**src/rtl/vyd_wbm_kopru.sv**
```systemverilog
// VYD request port to Wishbone B4 classic master bridge with N slaves.
// Address-window decode, byte selects, slave error, decode-miss error and a bus timeout.
module vyd_wbm_kopru #(
    parameter int ADRES_GENISLIGI    = 32,
    parameter int SOZCUK_GENISLIGI   = 32,
    parameter int IC_ADRES_GENISLIGI = 16,
    parameter int SLAVE_SAYISI       = 2,
    parameter logic [ADRES_GENISLIGI-1:0] SLAVE_BASLANGIC [SLAVE_SAYISI] = '{32'h1000_0000, 32'h2000_0000},
    parameter logic [ADRES_GENISLIGI-1:0] SLAVE_BITIS     [SLAVE_SAYISI] = '{32'h1000_FFFF, 32'h2000_FFFF},
    parameter int ZAMAN_ASIMI        = 255
) (
    input  logic                                   clk_i,
    input  logic                                   rst_i,
    input  logic [ADRES_GENISLIGI-1:0]             adres_i,
    input  logic [SOZCUK_GENISLIGI-1:0]            veri_i,
    input  logic [SOZCUK_GENISLIGI/8-1:0]          sec_i,
    input  logic                                   yaz_i,
    input  logic                                   istek_i,
    output logic                                   hazir_o,
    output logic [SOZCUK_GENISLIGI-1:0]            veri_o,
    output logic                                   hata_o,
    output logic [IC_ADRES_GENISLIGI-1:0]          wbs_adr_o,
    output logic [SOZCUK_GENISLIGI-1:0]            wbs_dat_o,
    output logic [SOZCUK_GENISLIGI/8-1:0]          wbs_sel_o,
    output logic [SLAVE_SAYISI-1:0]                wbs_we_o,
    output logic [SLAVE_SAYISI-1:0]                wbs_stb_o,
    output logic [SLAVE_SAYISI-1:0]                wbs_cyc_o,
    input  logic [SLAVE_SAYISI*SOZCUK_GENISLIGI-1:0] wbs_dat_i,
    input  logic [SLAVE_SAYISI-1:0]                wbs_ack_i,
    input  logic [SLAVE_SAYISI-1:0]                wbs_err_i
);
    localparam int SW = SOZCUK_GENISLIGI / 8;
    localparam int IW = (SLAVE_SAYISI > 1) ? $clog2(SLAVE_SAYISI) : 1;
    localparam int CW = (ZAMAN_ASIMI == 0) ? 1 : $clog2(ZAMAN_ASIMI + 1);
    localparam logic [CW-1:0] ZA_C    = CW'(ZAMAN_ASIMI);
    localparam logic [CW-1:0] CNT_MAX = '1;

    typedef enum logic [1:0] {BOSTA, ACK_BEKLE, YANIT} durum_t;

    durum_t                        r_durum, w_durum_next;
    logic [IC_ADRES_GENISLIGI-1:0] r_adr;
    logic [SOZCUK_GENISLIGI-1:0]   r_dat;
    logic [SW-1:0]                 r_sel;
    logic                          r_yaz;
    logic [IW-1:0]                 r_idx;
    logic [CW-1:0]                 r_cnt;
    logic [SOZCUK_GENISLIGI-1:0]   r_veri;
    logic                          r_hata;

    logic [SLAVE_SAYISI-1:0]       w_hit;
    logic [SLAVE_SAYISI-1:0]       w_aktif;
    logic                          w_any;
    logic [IW-1:0]                 w_idx;
    logic                          w_ack;
    logic                          w_err;
    logic [SOZCUK_GENISLIGI-1:0]   w_rdat;
    logic [CW-1:0]                 w_cnt_inc;
    logic                          w_timeout;

    genvar gi;
    generate
        for (gi = 0; gi < SLAVE_SAYISI; gi++) begin : g_slave
            assign w_hit[gi]   = (adres_i >= SLAVE_BASLANGIC[gi]) && (adres_i <= SLAVE_BITIS[gi]);
            assign w_aktif[gi] = (r_durum == ACK_BEKLE) && (r_idx == IW'(gi));
        end
    endgenerate

    // Scan downward so the lowest-numbered overlapping window takes the request.
    always_comb begin
        w_idx = '0;
        w_any = |w_hit;
        for (int i = SLAVE_SAYISI - 1; i >= 0; i--) begin
            if (w_hit[i]) w_idx = IW'(i);
        end
    end

    assign w_ack     = wbs_ack_i[r_idx];
    assign w_err     = wbs_err_i[r_idx];
    assign w_rdat    = wbs_dat_i[r_idx*SOZCUK_GENISLIGI +: SOZCUK_GENISLIGI];
    assign w_cnt_inc = (r_cnt == CNT_MAX) ? r_cnt : r_cnt + 1'b1;
    assign w_timeout = (ZAMAN_ASIMI != 0) && (w_cnt_inc == ZA_C);

    always_comb begin
        w_durum_next = r_durum;
        case (r_durum)
            BOSTA:     if (istek_i) w_durum_next = w_any ? ACK_BEKLE : YANIT;
            ACK_BEKLE: if (w_err || w_ack || w_timeout) w_durum_next = YANIT;
            YANIT:     w_durum_next = BOSTA;
            default:   w_durum_next = BOSTA;
        endcase
    end

    always_ff @(posedge clk_i) begin
        if (rst_i) r_durum <= BOSTA;
        else       r_durum <= w_durum_next;
    end

    always_ff @(posedge clk_i) begin
        if (rst_i) begin
            r_adr  <= '0;
            r_dat  <= '0;
            r_sel  <= '0;
            r_yaz  <= 1'b0;
            r_idx  <= '0;
            r_cnt  <= '0;
            r_veri <= '0;
            r_hata <= 1'b0;
        end else begin
            case (r_durum)
                BOSTA: if (istek_i) begin
                    r_adr  <= adres_i[IC_ADRES_GENISLIGI-1:0];
                    r_dat  <= veri_i;
                    r_sel  <= sec_i;
                    r_yaz  <= yaz_i;
                    r_idx  <= w_idx;
                    r_cnt  <= '0;
                    r_veri <= '0;
                    r_hata <= ~w_any;
                end
                ACK_BEKLE: begin
                    r_cnt <= w_cnt_inc;
                    // Error has priority over a simultaneous ack.
                    if (w_err) begin
                        r_hata <= 1'b1;
                    end else if (w_ack) begin
                        r_hata <= 1'b0;
                        r_veri <= r_yaz ? '0 : w_rdat;
                    end else if (w_timeout) begin
                        r_hata <= 1'b1;
                    end
                end
                default: ;
            endcase
        end
    end

    assign hazir_o   = (r_durum == YANIT);
    assign veri_o    = r_veri;
    assign hata_o    = r_hata;
    assign wbs_adr_o = r_adr;
    assign wbs_dat_o = r_dat;
    assign wbs_sel_o = r_sel;
    assign wbs_cyc_o = w_aktif;
    assign wbs_stb_o = w_aktif;
    assign wbs_we_o  = w_aktif & {SLAVE_SAYISI{r_yaz}};
endmodule

```
**config.mk**
```make
export PLATFORM = sky130hd
export DESIGN_NAME = vyd_wbm_kopru
export DESIGN_NICKNAME = d
export VERILOG_FILES = /design/src/rtl/vyd_wbm_kopru.sv
export SDC_FILE = /design/constraint.sdc
export NUM_CORES = 1
export LEC_CHECK = 0
export CORE_AREA = 2 2 90 92
export CTS_CLUSTER_SIZE = 12
export DETAILED_ROUTE_END_ITERATION = 10
export DIE_AREA = 0 0 92 94
export DONT_BUFFER_PORTS = 1
export HOLD_SLACK_MARGIN = 0.15
export MAX_ROUTING_LAYER = met4
export PLACE_DENSITY = 0.77
export SLEW_MARGIN = 5
export SYNTH_ARGS = -nofsm -noshare
export SYNTH_HDL_FRONTEND = slang
export SYNTH_SLANG_ARGS = --single-unit
```
**constraint.sdc**
```tcl
create_clock -name clk_i -period 1.92 [get_ports clk_i]
set_input_delay 0.576 -clock clk_i [delete_from_list [all_inputs] [get_ports clk_i]]
set_output_delay 0.576 -clock clk_i [all_outputs]
set_load 0.005 [all_outputs]
```
==> flow_metrics.env, run 1 <==
export IMPL_grt_pass1_wl_um=15900
export IMPL_synth_main_ff_cell="dfxtp_1"
export IMPL_arrival_ps=1250
export IMPL_fmax_mhz=549
export IMPL_synth_largest_area_cell="dfxtp_1"
export IMPL_fin_skew_ps=12.0
export IMPL_numCtsBuffers=9
export IMPL_cts_setup_buffers=0
export IMPL_path_class="register to primary output"
export IMPL_worstSkewPairLatency_ps=360
export IMPL_setup_violations=0
export IMPL_fp_coreArea_mm2=0.00761
export IMPL_drt_initial_drc_count=146
export IMPL_synth_top_area_frac=0.461
export IMPL_grt_pass1_vias=3381
export IMPL_cts_tree="built"
export IMPL_vdd_drop_max_mv=0.459
export IMPL_endpoint_kind="primary output"
export IMPL_max_cap_violations=0
export IMPL_place_congestion=0.845
export IMPL_synth_nets=655
export IMPL_clockBufferDepth=2
export IMPL_worst_pin_slew_ps=643
export IMPL_grt_busiest_layer="met2"
export IMPL_setup_ws_ps=97.2
export IMPL_instances_no_fill=604
export IMPL_drc_errors=0
export IMPL_vias_per_cell=5.92
export IMPL_hp_class="primary input to register"
export IMPL_cp_start_kind="register"
export IMPL_p_leak_nw=1.51
export IMPL_postLayoutCellArea_mm2=0.00451
export IMPL_routedWlPerCell_um=17.2
export IMPL_ant_nets=0
export IMPL_use_met3=0.0586
export IMPL_syn_area_mm2=0.00421
export IMPL_dpl_instance_area_mm2=0.00427
export IMPL_synth_warnings=0
export IMPL_final_nets=638
export IMPL_areaGrowthSynthToFinish_pct=7.01
export IMPL_drt_wl_total_um=10400
export IMPL_final_layout_size_suffix_gt1_frac=0.157
export IMPL_start_util=0.554
export IMPL_vias=3577
export IMPL_buffer_ports_inserted=0
export IMPL_gr_usage_met2=0.404
export IMPL_grt_max_degree=99
export IMPL_hpwl_um=7470
export IMPL_finish_utilization=0.593
export IMPL_grt_use_total=0.235
export IMPL_synth_area_leaders="dfxtp_1, nand2_1, a21oi_1, mux2_2, nand3_1"
export IMPL_rsz0062_at_grt="false"
export IMPL_drt_first_pass_iters=4
export IMPL_post_route_min_period_ps=1820
export IMPL_async_flop_share=0
export IMPL_met1_usage=0.257
export IMPL_tns_ps=0
export IMPL_chipHeight_um=94
export IMPL_diodes=0
export IMPL_syn_inst=514
export IMPL_synth_area_per_cell_um2=8.20
export IMPL_relSlewSlack=0.571
export IMPL_die_width_um=92
export IMPL_yosysSeqAreaShare=0.461
export IMPL_clockRootBuffer="clkbuf_8"
export IMPL_pre_cts_ws_ps=61.8
export IMPL_cts_clk_slew_worst_paths_ps=110
export IMPL_dieArea_mm2=0.00865
export IMPL_synth_cell_types=49
export IMPL_cts_hold_buffers=0
export IMPL_antenna_found_initial=0
export IMPL_dp_cells=588
export IMPL_hold_viol=0
export IMPL_crit_fanout=7
export IMPL_cts_max_level=3
export IMPL_gr_total_overflow=0
export IMPL_synth_edf_count=0
export IMPL_io_pins=232
export IMPL_synth_seq_cells=97
export IMPL_p_per_area_mw_per_mm2=843
export IMPL_drv_slew=0
export IMPL_post_route_period_util=0.949
export IMPL_cts_sinks=97
export IMPL_total_power_mw=3.80
export IMPL_worstPathRequired_ps=1340
export IMPL_status="finished, final reports clean"
export IMPL_hold_ws_ps=280
export IMPL_std_cell_rows=32
critical path: stages (launching register included):
cell     delay, ps
dfxtp_2        400
and2b_1        230
and3_1         270
per-layer routing:
layer,share of wire,vias up
li1,-,1729
met1,0.36,1640
met2,0.53,192
met3,0.091,16
met4,0.022,0
met5,0,-
flip-flops by register name, indices dropped and copies added, names as in the netlist:
| signal | flops |
|---|---|
| wbs_adr_o | 16 |
| r_yaz | 1 |
| wbs_sel_o | 4 |
| r_idx | 1 |
| wbs_dat_o | 32 |
| r_cnt | 8 |
| hata_o | 1 |
| veri_o | 32 |
| r_durum | 2 |
cell usage after synthesis (3+ instances only):
cell and n:
nand3_1 34, a21oi_1 94, and2_1 3, buf_2 19, nor2_1 9, nor2b_1 3
clkbuf_1 16, nand2_1 145, o211ai_1 3, a31oi_1 3, mux2_2 32, a211oi_1 3
dfxtp_1 97, and3_1 3, buf_6 3, nor3_1 5
kinds of logic (layout without fill, tap and decap cells):
| logic type | Yosys count | in the layout | share of synthesized area |
|---|---|---|---|
| xor gates and xnor gates | 2 | 2 | 0.00416 |
| adders and majority gates | 1 | 1 | 0.00297 |
| DFF | 97 | 97 | 0.461 |
| and+or+nand+nor | 219 | 219 | 0.230 |
| muxes | 32 | 32 | 0.0855 |
| buffers and inverters | 42 | 30 | 0.0502 |
| AOI/OAI and AO/OA | 121 | 121 | 0.167 |
worst paths after layout:
check        startpoint      endpoint  slack [ps]  cells after the start
max          r_durum[0]   wbs_we_o[1]         100                      2
min               rst_i  wbs_sel_o[3]         280                      1
max reg2reg       r_idx    veri_o[11]         240                      4
min reg2reg   veri_o[0]     veri_o[0]         480                      2
repair_timing:
item                                    4_1_cts  5_1_grt
resized for setup                             2        5
endpoints found under the setup margin        3        7
pin swaps                                     0        0
power by group:
group	internal, mW	switching [mW]	total [mW]
sequential	2.08	0.0570	2.14
combinational	0.107	0.138	0.245
clock	0.645	0.773	1.42
total	2.83	0.968	3.80
cell type report:
cell class | count | area [µm²]
well taps | 102 | 128
clock buffers | 9 | 124
clock inverters | 7 | 96.3
inverters | 2 | 7.51
multi-input cells | 375 | 2080
flip-flops and latches | 97 | 1950
repair buffers | 12 | 128
fillers | 685 | 3100
placed cells by master (no fill, tap or decap), types with 2 or more instances in the layout:
cell type / count
o211ai_1: 3
o21ai_0: 2
nand3_1: 34
dfxtp_2: 3
and3_1: 3
dfxtp_1: 94
inv_8: 3
nor2b_1: 3
a211oi_1: 3
xnor2_1: 2
clkbuf_8: 9
mux2_2: 32
nor3_1: 5
and2_2: 2
inv_1: 2
nand2b_1: 2
a21oi_1: 94
nor4_2: 2
nor3b_1: 2
a31oi_1: 3
nand2_1: 145
buf_12: 3
nand4_1: 2
buf_4: 9
o31ai_1: 2
nor2_1: 8
Power figures use the tool's default switching activity.
==> run 2: changes to the inputs <==
Settings changed: CTS_CLUSTER_SIZE 12 to unset.
==> results of run 2 <==
No change in the layout: final DEF, timing and power equal those of run 1.
==> run 3: changes to the inputs <==
Settings changed: CORE_AREA 2 2 90 92 to 2 2 89 91, DIE_AREA 0 0 92 94 to 0 0 91 93, PLACE_DENSITY 0.77 to 0.82.
Clock period 1.92 ns to 1.6 ns, I/O delays scaled along.
==> run 3 against run 2 <==
Highest routed layer unchanged. The run now ends with setup timing left. Critical path type unchanged. Setup slack worse by 110 ps. Clock skew rose by 1.4 ps. Count of clock-buffer cells in the layout unchanged. Largest cell class unchanged. Core utilization grew 3.3 points.
==> flow_metrics.env, run 3 (synthesized netlist as in run 1, its figures left out) <==
export IMPL_chipHeight_um=93
export IMPL_arrival_ps=1130
export IMPL_worstPathCellList="and2b_2, and2_4"
export IMPL_rsz0062_at_grt="true"
export IMPL_final_nets=650
export IMPL_drt_initial_drc_count=129
export IMPL_place_congestion=0.834
export IMPL_path_class="register to primary output"
export IMPL_final_layout_size_suffix_gt1_frac=0.191
export IMPL_vias=3669
export IMPL_grt_pass1_wl_um=16800
export IMPL_cp_start_kind="register"
export IMPL_worstSkewPairLatency_ps=360
export IMPL_cts_sinks=97
export IMPL_die_width_um=91
export IMPL_drc_errors=0
export IMPL_grt_pass1_vias=3491
export IMPL_post_route_period_util=1.01
export IMPL_cp_num_buf_inv=0
export IMPL_hold_viol=0
export IMPL_ant_nets=0
export IMPL_buffer_ports_inserted=0
export IMPL_vias_per_cell=5.94
export IMPL_status="finished, violations left"
export IMPL_p_per_area_mw_per_mm2=969
export IMPL_fmax_mhz=620
export IMPL_cpLargestDelayFamily="simple AND/OR/NAND/NOR gates"
export IMPL_setup_violations=3
export IMPL_std_cell_rows=32
export IMPL_start_util=0.560
export IMPL_hp_class="primary input to register"
export IMPL_worstPathRequired_ps=1120
export IMPL_drv_slew=0
export IMPL_pre_cts_ws_ps=-80.9
export IMPL_tns_ps=-31.6
export IMPL_finish_utilization=0.626
export IMPL_swShare=0.256
export IMPL_cpPeakStageDelay_ps=340
export IMPL_clockRootBuffer="clkbuf_8"
export IMPL_hpwl_um=7750
export IMPL_routedWlPerCell_um=17.9
export IMPL_areaGrowthSynthToFinish_pct=11.8
export IMPL_max_cap_violations=0
export IMPL_cts_hold_buffers=0
export IMPL_hold_ws_ps=174
export IMPL_drt_first_pass_iters=4
export IMPL_instances_no_fill=618
export IMPL_crit_fanout=5
export IMPL_cts_max_level=3
export IMPL_worst_pin_slew_ps=353
export IMPL_violations="setup timing"
export IMPL_endpoint_kind="primary output"
export IMPL_vdd_drop_max_mv=0.645
export IMPL_p_leak_nw=1.59
export IMPL_drt_wl_total_um=11100
export IMPL_fp_coreArea_mm2=0.00753
export IMPL_post_route_min_period_ps=1610
export IMPL_setup_ws_ps=-12.0
export IMPL_dieArea_mm2=0.00846
export IMPL_relSlewSlack=0.765
export IMPL_antenna_found_initial=2
export IMPL_fin_skew_ps=13.4
export IMPL_io_pins=232
export IMPL_cp_slowest_cell="dfxtp_2"
export IMPL_p_seq_frac=0.561
export IMPL_final_cell_mix="nand2_1, dfxtp_1, a21oi_1, nand3_1, mux2_2"
export IMPL_clockBufferDepth=2
export IMPL_cts_clk_slew_worst_paths_ps=110
export IMPL_dp_cells=592
export IMPL_grt_use_total=0.252
export IMPL_cts_tree="built"
export IMPL_numCtsBuffers=9
export IMPL_p_sw_mw=1.17
export IMPL_intPower_mw=3.40
export IMPL_p_comb_frac=0.066
export IMPL_pwr_share_clk=0.372
export IMPL_grt_max_degree=99
export IMPL_gr_total_overflow=0
export IMPL_final_common_cell="nand2_1"
==> run 3: changes by cell type in the layout (fill, tap and decap cells not counted), moves of 2 or more <==
cell	previous run	this run
a21oi_1	94	91
dfxtp_4	0	2
a21oi_2	0	3
diode_2	0	2
dfxtp_2	3	1
buf_4	9	16
buf_6	0	2
and2_4	0	2
buf_12	3	5
==> run 3: final cells by class <==
cell class / instances / area, µm²
Antenna cell: 2 / 5.00
Clock buffer: 9 / 124
Clock inverter: 7 / 95.1
Fill cell: 679 / 2820
Inverter: 2 / 7.51
Multi-Input combinational cell: 375 / 2130
Sequential cell: 97 / 1950
Tap cell: 102 / 128
Timing Repair Buffer: 24 / 275
==> run 3: power by group through the flow <==
stage	clock network [mW]	registers [mW]	logic (mW)
global placement	0	2.62	0.281
floorplan	0	2.60	0.277
global route	1.83	2.57	0.338
CTS	1.74	2.56	0.299
detailed placement	0	2.62	0.295
finish	1.70	2.56	0.303
==> run 3: timing repair <==
| item | in CTS | in global routing |
|---|---|---|
| gates resized for setup | 15 | 6 |
| setup buffers | 6 | 1 |
| cloned | 1 | 0 |
| endpoints found under the setup margin | 30 | 40 |
| pin swaps | 3 | 1 |
==> run 3: layer usage <==
metal	vias to the layer above	GRT usage	part of all wire
li1	1756	-	-
met1	1704	0.274	0.37
met2	197	0.448	0.53
met3	12	0.0685	0.090
met4	0	0.0884	0.011
met5	-	-	0
==> run 3: final timing paths <==
kind               from  cells past startpoint      endpoint  slack [ps]
max          r_durum[1]                      2  wbs_cyc_o[1]         -10
min               rst_i                      1     veri_o[3]         170
max reg2reg       r_idx                      5    veri_o[13]          30
min reg2reg  veri_o[24]                      2    veri_o[24]         470
==> run 3: per-stage QoR <==
stage	total power [mW]	instance area, µm²
floorplan	2.87	4230
global placement	2.90	4340
detailed placement	2.92	4340
CTS	4.60	4670
global route	4.74	4710
finish	4.56	4710
==> run 3: worst register-to-register path, delay by kind of cell, from the launching register on <==
kind            cells  cell delay, ps
compound gates      2             370
flops               1             380
buf+inv             1             200
simple gates        2             550
